**config.mk**
```make
export PLATFORM = sky130hd
export DESIGN_NAME = load_store_unit
export DESIGN_NICKNAME = d
export VERILOG_FILES = /design/src/rtl/load_store_unit.sv
export SDC_FILE = /design/constraint.sdc
export NUM_CORES = 1
export LEC_CHECK = 0
export CORE_UTILIZATION = 50
export CTS_BUF_LIST = sky130_fd_sc_hd__clkbuf_4 sky130_fd_sc_hd__clkbuf_8
export DETAILED_ROUTE_END_ITERATION = 10
export PLACE_DENSITY = 0.88
export SYNTH_ARGS = -nofsm -noshare
export SYNTH_HDL_FRONTEND = slang
export SYNTH_SLANG_ARGS = --single-unit
export TNS_END_PERCENT = 5
```
**constraint.sdc**
```tcl
create_clock -name Clk -period 4.8 [get_ports Clk]
set_input_delay 0.96 -clock Clk [delete_from_list [all_inputs] [get_ports Clk]]
set_output_delay 0.96 -clock Clk [all_outputs]
set_load 0.05 [all_outputs]
```
**src/rtl/load_store_unit.sv**
```systemverilog
// load_store_unit: single-request load/store unit in front of a word-only data memory.
// Loads extract a byte/halfword lane and sign/zero extend it; sb/sh use read-modify-write;
// misaligned or illegal requests answer with an error and never strobe the memory.
//
// Ports:
//   Clk, Rst                  clock, synchronous active-high reset
//   Req_valid / Req_ready     request handshake (ready only when idle)
//   Is_store, Funct3          request kind and RV32I width code
//   Addr, Wdata               byte address and store data
//   Resp_valid, Resp_err      one-cycle completion pulse and its error flag
//   Rdata                     last successful load result
//   Mem_addr                  word-aligned memory address
//   Mem_rd_en, Mem_rdata      read strobe, read data one cycle later
//   Mem_wr_en, Mem_wdata      write strobe and full write word
module load_store_unit (
  input  logic        Clk,
  input  logic        Rst,
  input  logic        Req_valid,
  output logic        Req_ready,
  input  logic        Is_store,
  input  logic [2:0]  Funct3,
  input  logic [31:0] Addr,
  input  logic [31:0] Wdata,
  output logic        Resp_valid,
  output logic        Resp_err,
  output logic [31:0] Rdata,
  output logic [31:0] Mem_addr,
  output logic        Mem_rd_en,
  input  logic [31:0] Mem_rdata,
  output logic        Mem_wr_en,
  output logic [31:0] Mem_wdata
);

  typedef enum logic [2:0] {StIdle, StRd, StWait, StWr, StResp} state_e;

  state_e      state_q, state_d;
  logic        is_store_q;
  logic [2:0]  funct3_q;
  logic [1:0]  lane_q;
  logic [15:0] wdata_q;
  logic        err_q;
  logic [31:0] rdata_q;
  logic [31:0] wbuf_q;
  logic [31:0] mem_addr_q;

  logic        accept;
  logic        req_err;
  logic        req_sw;
  logic [7:0]  rd_byte;
  logic [15:0] rd_half;
  logic [31:0] load_val;
  logic [31:0] merged;

  assign accept = Req_valid && (state_q == StIdle);
  assign req_sw = Is_store && (Funct3 == 3'b010);

  // Request legality: illegal width codes first, then alignment of the legal ones.
  always_comb begin
    req_err = 1'b0;
    if (Is_store) begin
      if (Funct3[2] || (Funct3[1:0] == 2'b11)) req_err = 1'b1;
    end else begin
      if ((Funct3 == 3'b011) || (Funct3 == 3'b110) || (Funct3 == 3'b111)) req_err = 1'b1;
    end
    if ((Funct3[1:0] == 2'b01) && Addr[0]) req_err = 1'b1;
    if ((Funct3[1:0] == 2'b10) && (Addr[1:0] != 2'b00)) req_err = 1'b1;
  end

  // Lane extraction from the returned word.
  always_comb begin
    rd_byte = Mem_rdata[7:0];
    case (lane_q)
      2'd0:    rd_byte = Mem_rdata[7:0];
      2'd1:    rd_byte = Mem_rdata[15:8];
      2'd2:    rd_byte = Mem_rdata[23:16];
      default: rd_byte = Mem_rdata[31:24];
    endcase
    rd_half = lane_q[1] ? Mem_rdata[31:16] : Mem_rdata[15:0];
    case (funct3_q)
      3'b000:  load_val = {{24{rd_byte[7]}}, rd_byte};
      3'b001:  load_val = {{16{rd_half[15]}}, rd_half};
      3'b100:  load_val = {24'h0, rd_byte};
      3'b101:  load_val = {16'h0, rd_half};
      default: load_val = Mem_rdata;
    endcase
  end

  // Read-modify-write merge for sb/sh; all untouched bits come from the read word.
  always_comb begin
    merged = Mem_rdata;
    if (funct3_q[0]) begin
      if (lane_q[1]) merged[31:16] = wdata_q;
      else           merged[15:0]  = wdata_q;
    end else begin
      case (lane_q)
        2'd0:    merged[7:0]   = wdata_q[7:0];
        2'd1:    merged[15:8]  = wdata_q[7:0];
        2'd2:    merged[23:16] = wdata_q[7:0];
        default: merged[31:24] = wdata_q[7:0];
      endcase
    end
  end

  always_comb begin
    state_d = state_q;
    unique case (state_q)
      StIdle: begin
        if (Req_valid) begin
          if (req_err)     state_d = StResp;
          else if (req_sw) state_d = StWr;
          else             state_d = StRd;
        end
      end
      StRd:    state_d = StWait;
      StWait:  state_d = is_store_q ? StWr : StResp;
      StWr:    state_d = StResp;
      StResp:  state_d = StIdle;
      default: state_d = StIdle;
    endcase
  end

  always_ff @(posedge Clk) begin
    if (Rst) begin
      state_q    <= StIdle;
      is_store_q <= 1'b0;
      funct3_q   <= 3'b000;
      lane_q     <= 2'b00;
      wdata_q    <= 16'h0;
      err_q      <= 1'b0;
      rdata_q    <= 32'h0;
      wbuf_q     <= 32'h0;
      mem_addr_q <= 32'h0;
    end else begin
      state_q <= state_d;
      if (accept) begin
        is_store_q <= Is_store;
        funct3_q   <= Funct3;
        lane_q     <= Addr[1:0];
        wdata_q    <= Wdata[15:0];
        err_q      <= req_err;
        // Rejected requests leave the memory-side address untouched.
        if (!req_err) mem_addr_q <= {Addr[31:2], 2'b00};
        if (!req_err && req_sw) wbuf_q <= Wdata;
      end
      if (state_q == StWait) begin
        if (is_store_q) wbuf_q  <= merged;
        else            rdata_q <= load_val;
      end
    end
  end

  // Strobes decode straight from the state register.
  assign Req_ready  = (state_q == StIdle);
  assign Resp_valid = (state_q == StResp);
  assign Resp_err   = (state_q == StResp) && err_q;
  assign Mem_rd_en  = (state_q == StRd);
  assign Mem_wr_en  = (state_q == StWr);
  assign Mem_addr   = mem_addr_q;
  assign Mem_wdata  = wbuf_q;
  assign Rdata      = rdata_q;

endmodule

```
# Yosys cells after proc, flatten, opt, wreduce, memory -nomap -nowiden
# Cells that the tools add are included.
# word_totals
register_bits,120
input_bits,103
# op_classes
n_eq_ne,17
n_mux,24
bitwise,2
n_reduce_logical,17
# op_table
cell,n
two-way mux 32 bit,5
case mux 32 bit (4 select lines),1
two-way mux 16 bit,3
two-way mux 8 bit,4
case mux 8 bit (3 select lines),1
equality test 3 bit (second input constant),5
equality test 3 x 2 -> 1 bit (second input constant),4
case mux 3 bit (4 select lines),1
two-way mux 3 bit,3
equality test 2 bit (second input constant),3
equality test 3 x 1 -> 1 bit (second input constant),2
logical AND 1 bit,6
zero test 3 bit,2
two-way mux 1 bit,5
equality test 2 x 1 -> 1 bit (second input constant),2
AND reduction 2 bit,2
logical OR 1 bit,3
OR reduction 3 bit,1
zero test 2 bit,1
two-way mux 2 bit,1
!= test 2 bit (second input constant),1
inverter 1 bit,2
nonzero test 2 bit,1
zero test 1 bit,1

# Longest topological paths before layout
# Gate-level depths: netlist (run 1).
# depth
depth_word,13
depth_mapped,7
ltp_nobuf,4

# Worst setup path before layout (run 1)
# OpenSTA, ideal clock, no wires.
# synth_path
path_kind,flip-flop to output port
start,reg state_q[2]
end,out Resp_err
t_arrival_ns,2.267
path_slack_ns,1.573
path_stages_with_launch,4
cell_sequence,dfxtp_1 buf_2 nor3b_1 and2_1
# synth_between
elab_chain_len,2
# synth_rtl
item,line,text
start: declaration,36,"state_e state_q, state_d;"
start signal: assignment,124,state_q <= StIdle;
start signal: assignment,134,state_q <= state_d;
equality test 3 bit,n/a,
named net Resp_valid,24,"output logic Resp_valid,"
logical AND 1 bit,155,assign Resp_err = (state_q == StResp) && err_q;
end: declaration,25,"output logic Resp_err,"
# The timed path passes the listed nets, and every way through them passes these cells.

# Worst setup path in the final report (run 1)
# layout_path
start,reg state_q[2]
end,out Req_ready
# layout_between
elab_chain_len,1
# layout_rtl
item,line,text
zero test 3 bit,153,assign Req_ready = (state_q == StIdle);
end: declaration,19,"output logic Req_ready,"
# No other way between the ends.

==> flow_summary_export.csv, run 1 <==
group,metric,value,unit
synth,ys_seq_area_share,43.0,%
sta,finClkSkew,0.00979,ns
sta,finalMaxSlewViolations,0,
finish,design_area,0.00793,mm2
hold_path,hold-path-cell-count,2,
sta,rsz0062_at_grt,"no",
clock_network,cts_tree,"built",
synth,yosysTopAreaCell,"dfxtp_1",
clock_network,htreeDepth,4,
synth,ys_ff_latch,120,
sta,fin_ws,1.45,ns
clock_network,cts_buffers,17,
synth,synth-main-ff-cell,"dfxtp_1",
detailed_routing,vias,6027,
floorplan,core_area,0.0108,mm2
synth,synth.most_common_cell,"nand2_1",
worst_setup_path,rr_startpoint,"state_q[1]",
power,intPower,1.76,mW
placement,dpl.hpwl,12800,um
hold_path,hold_path_class,"reg -> reg",
synth,ys_top_cells_by_area,"dfxtp_1 (43%), nand2_1 (12%), a21oi_1 (5.4%)",
clock_network,clock_latency,0.44,ns
power,p_clk_share,38.1,%
sta,setup_tns,0,ns
synth,syn_area_per_cell,8.06,um2
run_status,status,"completed",
placement,place_area,0.00751,mm2
synth,synth_area,0.00558,mm2
worst_setup_path,worstReg2RegEnd,"Rdata[9]",
hold_path,min_to,"wdata_q[11]",
clock_network,cts_root_buffer,"clkbuf_8",
worst_setup_path,worstPathMaxFanout,8,
synth,async_flop_share,0,%
sta,finalHoldViolCount,0,
power,p_switching,0.739,mW
worst_setup_path,worstSetupStartpointType,"register",
synth,synth_edf_count,0,
clock_network,ctsHoldBuffers,0,
synth,syn_inst,693,
synth,synth_top_area_share,43.0,%
finish,area_growth,42.0,%
finish,drive_gt1_share,8.55,%
detailed_routing,drcViolationCount,0,
finish,antennaDiodeCount,0,
global_routing,grt.total_usage,31.9,%
detailed_routing,wl,18500,um
finish,layout.nets,956,
worst_setup_path,arrival,2.39,ns
global_routing,grt-ovfl-total,0,
floorplan,die_w,108,um
global_routing,grt_max_degree,97,
floorplan,rows,38,
placement,gp_congestion,0.904,
worst_setup_path,critPathKind,"reg -> out",
clock_network,cts_resized,0,
synth,yosysWarnings,0,
worst_setup_path,rr_worst_depth,4,
placement,numPortBuffers,201,
power,p_leak,2.70,nW
finish,fin_util,73.1,%
detailed_routing,first_pass_iters,7,
synth,synth_common_cells,"nand2_1 (178), dfxtp_1 (120), a21oi_1 (60), nor3_1 (40), clkbuf_1 (37)",
clock_network,clockBufferDepth,2,
power,swShare,29.6,%
global_routing,grt_antenna_before_repair,0,
power,finalPower,2.50,mW
floorplan,io_pins,204,
clock_network,cts.sinks,120,
sta,tightest_slew,1.17,ns
sta,fmax,0.299,GHz
sta,finalCriticalPeriod,3.35,ns
global_routing,grt_pass1_wl,28400,um
hold_path,min_from,"wdata_q[11]",
power,seq_power_share,43.3,%
clock_network,cts_setup_buffers,0,
floorplan,start_util,51.5,%
global_routing,first_global_vias,5675,
synth,synth_cell_types,44,
sta,relSlewSlack,21.4,%
worst_setup_path,cp.required,3.84,ns
power,power_density,315,mW/mm2
sta,setup_viol,0,
worst_setup_path,r2r_setup_slack,2.09,ns
detailed_routing,routedWlPerCell,18.3,um
power,comb_power_share,18.6,%
worst_setup_path,cp-end-kind,"primary output",
power,peakVddDrop,0.184,mV
floorplan,die_h,108,um
detailed_routing,first_iter_violations,443,
clock_network,clk_pin_slew,0.07,ns
sta,fin_crit_sh,69.7,%
placement,dpl_worst_slack,1.36,ns
floorplan,fp.dieArea,0.0116,mm2
detailed_routing,ant_nets,0,
detailed_routing,via_per_inst,5.99,
job,drv_cap,0,
## stage by stage
step	std cells	hold WS, ns
2_1_floorplan	694	0.432
6_report	1006	0.460
3_5_place_dp	974	0.449
3_3_place_gp	974	0.441
4_1_cts	1006	0.459
5_1_grt	1006	0.472
## layout make-up
type,count,area (um2)
fill,815,2920
multi-input combinational,504,2870
sequential,120,2400
timing repair buffer,206,2050
clock buffer,19,262
tap,140,175
clock inverter,13,153
inverter,4,15.0
## power by group through the flow
stage	clock (mW)	sequential [mW]	combinational, mW
6_report	0.951	1.08	0.465
2_1_floorplan	0	1.15	0.212
4_1_cts	0.954	1.08	0.461
3_5_place_dp	0	1.10	0.456
3_3_place_gp	0	1.10	0.446
5_1_grt	1.01	1.08	0.492
## worst max path at each step
stage | to | slack (ns) | startpoint
3_5_place_dp | Mem_addr[26] | 1.36 | Req_valid
6_report | Req_ready | 1.45 | state_q[2]
2_1_floorplan | Resp_err | 1.57 | state_q[2]
5_1_grt | Req_ready | 1.35 | state_q[2]
3_3_place_gp | Mem_addr[21] | 1.51 | Req_valid
4_1_cts | Req_ready | 1.45 | state_q[2]
## state kept, by name, summed over array words and instances (netlist names)
register    count
Rdata          32
err_q           1
Mem_wdata      32
Mem_addr       30
is_store_q      1
funct3_q        3
state_q         3
wdata_q        16
lane_q          2
## critical path, cell delays in order, from the launching register on
cell	delay, ns
dfxtp_1	0.42
nor3_1	0.59
clkdlybuf4s50_1	0.94
## placed cells by master, fill, tap and decap left out, types with 16 or more instances in the layout
cell type,instances
a21oi_1,60
a31oi_1,23
o21ai_0,16
a221oi_1,34
dfxtp_1,120
nand2_1,178
clkbuf_8,19
a211oi_1,25
nor3_1,40
nor2_1,36
clkdlybuf4s50_1,200
mux2i_1,18
## per-layer routing
metal	up-vias	routed length (um)	part of all wire, %	track usage [%]
li1	2788	-	-	-
met1	2798	6980	38	36.9
met5	-	0	0	0
met4	0	726	3.9	16.7
met3	67	2060	11	10.4
met2	374	8690	47	52.2
## cells by family after synthesis
group | after synthesis | synth area share, %
simple gates | 300 | 25.5
compound gates | 177 | 21.1
mux | 25 | 4.64
other cells | 1 | 0.0672
buf+inv | 70 | 5.69
flops | 120 | 43.0
Power figures use the tool's default switching activity.
==> run 2, diff against run 1 <==
--- a/config.mk
+++ b/config.mk
@@ -5,10 +5,10 @@
 export SDC_FILE = /design/constraint.sdc
 export NUM_CORES = 1
 export LEC_CHECK = 0
-export CORE_UTILIZATION = 50
+export CORE_UTILIZATION = 42
 export CTS_BUF_LIST = sky130_fd_sc_hd__clkbuf_4 sky130_fd_sc_hd__clkbuf_8
 export DETAILED_ROUTE_END_ITERATION = 10
-export PLACE_DENSITY = 0.88
+export PLACE_DENSITY = 0.79
 export SYNTH_ARGS = -nofsm -noshare
 export SYNTH_HDL_FRONTEND = slang
 export SYNTH_SLANG_ARGS = --single-unit
==> constraint.sdc (replaced) <==
create_clock -name Clk -period 2.8 [get_ports Clk]
set_input_delay 0.56 -clock Clk [delete_from_list [all_inputs] [get_ports Clk]]
set_output_delay 0.56 -clock Clk [all_outputs]
set_load 0.05 [all_outputs]
==> flow_summary_export.csv, run 2 (synthesis results as in run 1) <==
group,metric,value,unit
run_status,status,"completed",
placement,gp_congestion,0.826,
floorplan,core_area,0.0128,mm2
power,peakVddDrop,0.415,mV
worst_setup_path,arrival,2.08,ns
sta,relSlewSlack,53.0,%
worst_setup_path,cp-end-kind,"primary output",
clock_network,cts_buffers,17,
detailed_routing,ant_nets,0,
finish,drive_gt1_share,10.2,%
floorplan,rows,41,
worst_setup_path,worstReg2RegEnd,"Rdata[6]",
power,power_density,519,mW/mm2
finish,fillerInstances,1101,
sta,finalHoldViolCount,0,
placement,numPortBuffers,201,
sta,tightest_slew,0.705,ns
job,drv_cap,0,
clock_network,cts.sinks,120,
worst_setup_path,worstSetupStartpointType,"register",
finish,area_growth,44.8,%
power,finalPower,4.20,mW
floorplan,fp.dieArea,0.0138,mm2
sta,finalMaxSlewViolations,0,
hold_path,min_from,"Mem_addr[7]",
worst_setup_path,worstPathMaxFanout,8,
sta,setup_tns,0,ns
placement,dpl.hpwl,12800,um
global_routing,grt_antenna_before_repair,0,
global_routing,first_global_vias,5384,
finish,layout.nets,971,
global_routing,grt_pass1_wl,27600,um
sta,finalCriticalPeriod,2.64,ns
detailed_routing,vias,5734,
worst_setup_path,r2r_setup_slack,0.67,ns
sta,fmax,0.379,GHz
worst_setup_path,rr_startpoint,"state_q[1]",
detailed_routing,drcViolationCount,0,
finish,antennaDiodeCount,0,
detailed_routing,via_per_inst,5.45,
clock_network,htreeDepth,4,
finish,most-common-layout-cells,"clkdlybuf4s50_1 (197), nand2_1 (178), dfxtp_1 (120)",
clock_network,clock_latency,0.44,ns
floorplan,io_pins,204,
floorplan,die_w,117,um
detailed_routing,first_pass_iters,7,
sta,finClkSkew,0.0105,ns
sta,rsz0062_at_grt,"no",
finish,fin_util,63.3,%
clock_network,clockBufferDepth,2,
global_routing,grt_max_degree,49,
global_routing,grt.total_usage,26.6,%
clock_network,cts_setup_buffers,0,
hold_path,min_to,"Mem_addr[7]",
clock_network,clk_pin_slew,0.07,ns
sta,setup_viol,0,
floorplan,start_util,43.7,%
clock_network,cts_root_buffer,"clkbuf_8",
hold_path,hold-path-cell-count,2,
hold_path,hold_path_class,"reg -> reg",
detailed_routing,first_iter_violations,468,
clock_network,cts_tree,"built",
detailed_routing,wl,17900,um
worst_setup_path,critPathKind,"reg -> out",
finish,final_common_cell,"clkdlybuf4s50_1",
global_routing,grt-ovfl-total,0,
floorplan,die_h,117,um
detailed_routing,routedWlPerCell,17.0,um
sta,fin_crit_sh,94.4,%
worst_setup_path,cp.required,2.24,ns
worst_setup_path,rr_worst_depth,4,
power,p_leak,2.84,nW
==> run 2: layer usage <==
metal / track usage, % / vias up / routed length, um
li1: - / 2821 / -
met1: 33.5 / 2626 / 7580
met2: 41.8 / 264 / 8180
met3: 8.86 / 23 / 1790
met4: 11.1 / 0 / 337
met5: 0 / - / 0
==> run 2: worst max path at each step <==
stage / start / end / slack (ns) / cells past startpoint
2_1_floorplan: state_q[2] / err_q / 0.19 / 6
3_3_place_gp: Funct3[2] / Mem_wdata[22] / 0.44 / 6
3_5_place_dp: Funct3[2] / Mem_wdata[17] / 0.39 / 6
4_1_cts: state_q[2] / Resp_err / 0.006 / 3
5_1_grt: state_q[2] / Resp_valid / 0.04 / 2
6_report: state_q[2] / Resp_valid / 0.16 / 2
==> run 2: through the flow <==
stage	instances	cell area [um2]	hold WS (ns)	setup slack (ns)
CTS	1052	8080	0.455	0.00594
finish	1052	8090	0.453	0.158
global placement	1021	7690	0.441	0.437
detailed placement	1021	7690	0.447	0.387
global route	1052	8090	0.471	0.0443
floorplan	694	5590	0.432	0.194
==> run 2: critical path: stages (launching register included) <==
cell and delay (ns):
dfxtp_1 0.54, nor3b_2 0.26, clkdlybuf4s50_1 0.84
==> run 2: cell type report <==
type	count	area, um2	area share (%)
clock inverters	2	35.0	0.433
flip-flops and latches	120	2400	29.7
clock buffers	29	355	4.39
repair buffers	221	2190	27.0
well taps	172	215	2.66
inverters	4	15.0	0.186
multi-input cells	504	2880	35.6
==> run 2: power breakdown <==
group          switching (mW)  leakage [nW]  internal, mW
clock network           0.647         0.208         0.884
registers              0.0588         0.973          1.78
logic                   0.489          1.66         0.341
total                    1.20          2.84          3.00
==> run 2: repair_timing <==
item	in CTS	in global routing
hold buffers	0	0
gates resized for setup	0	2
setup endpoints to repair	0	2
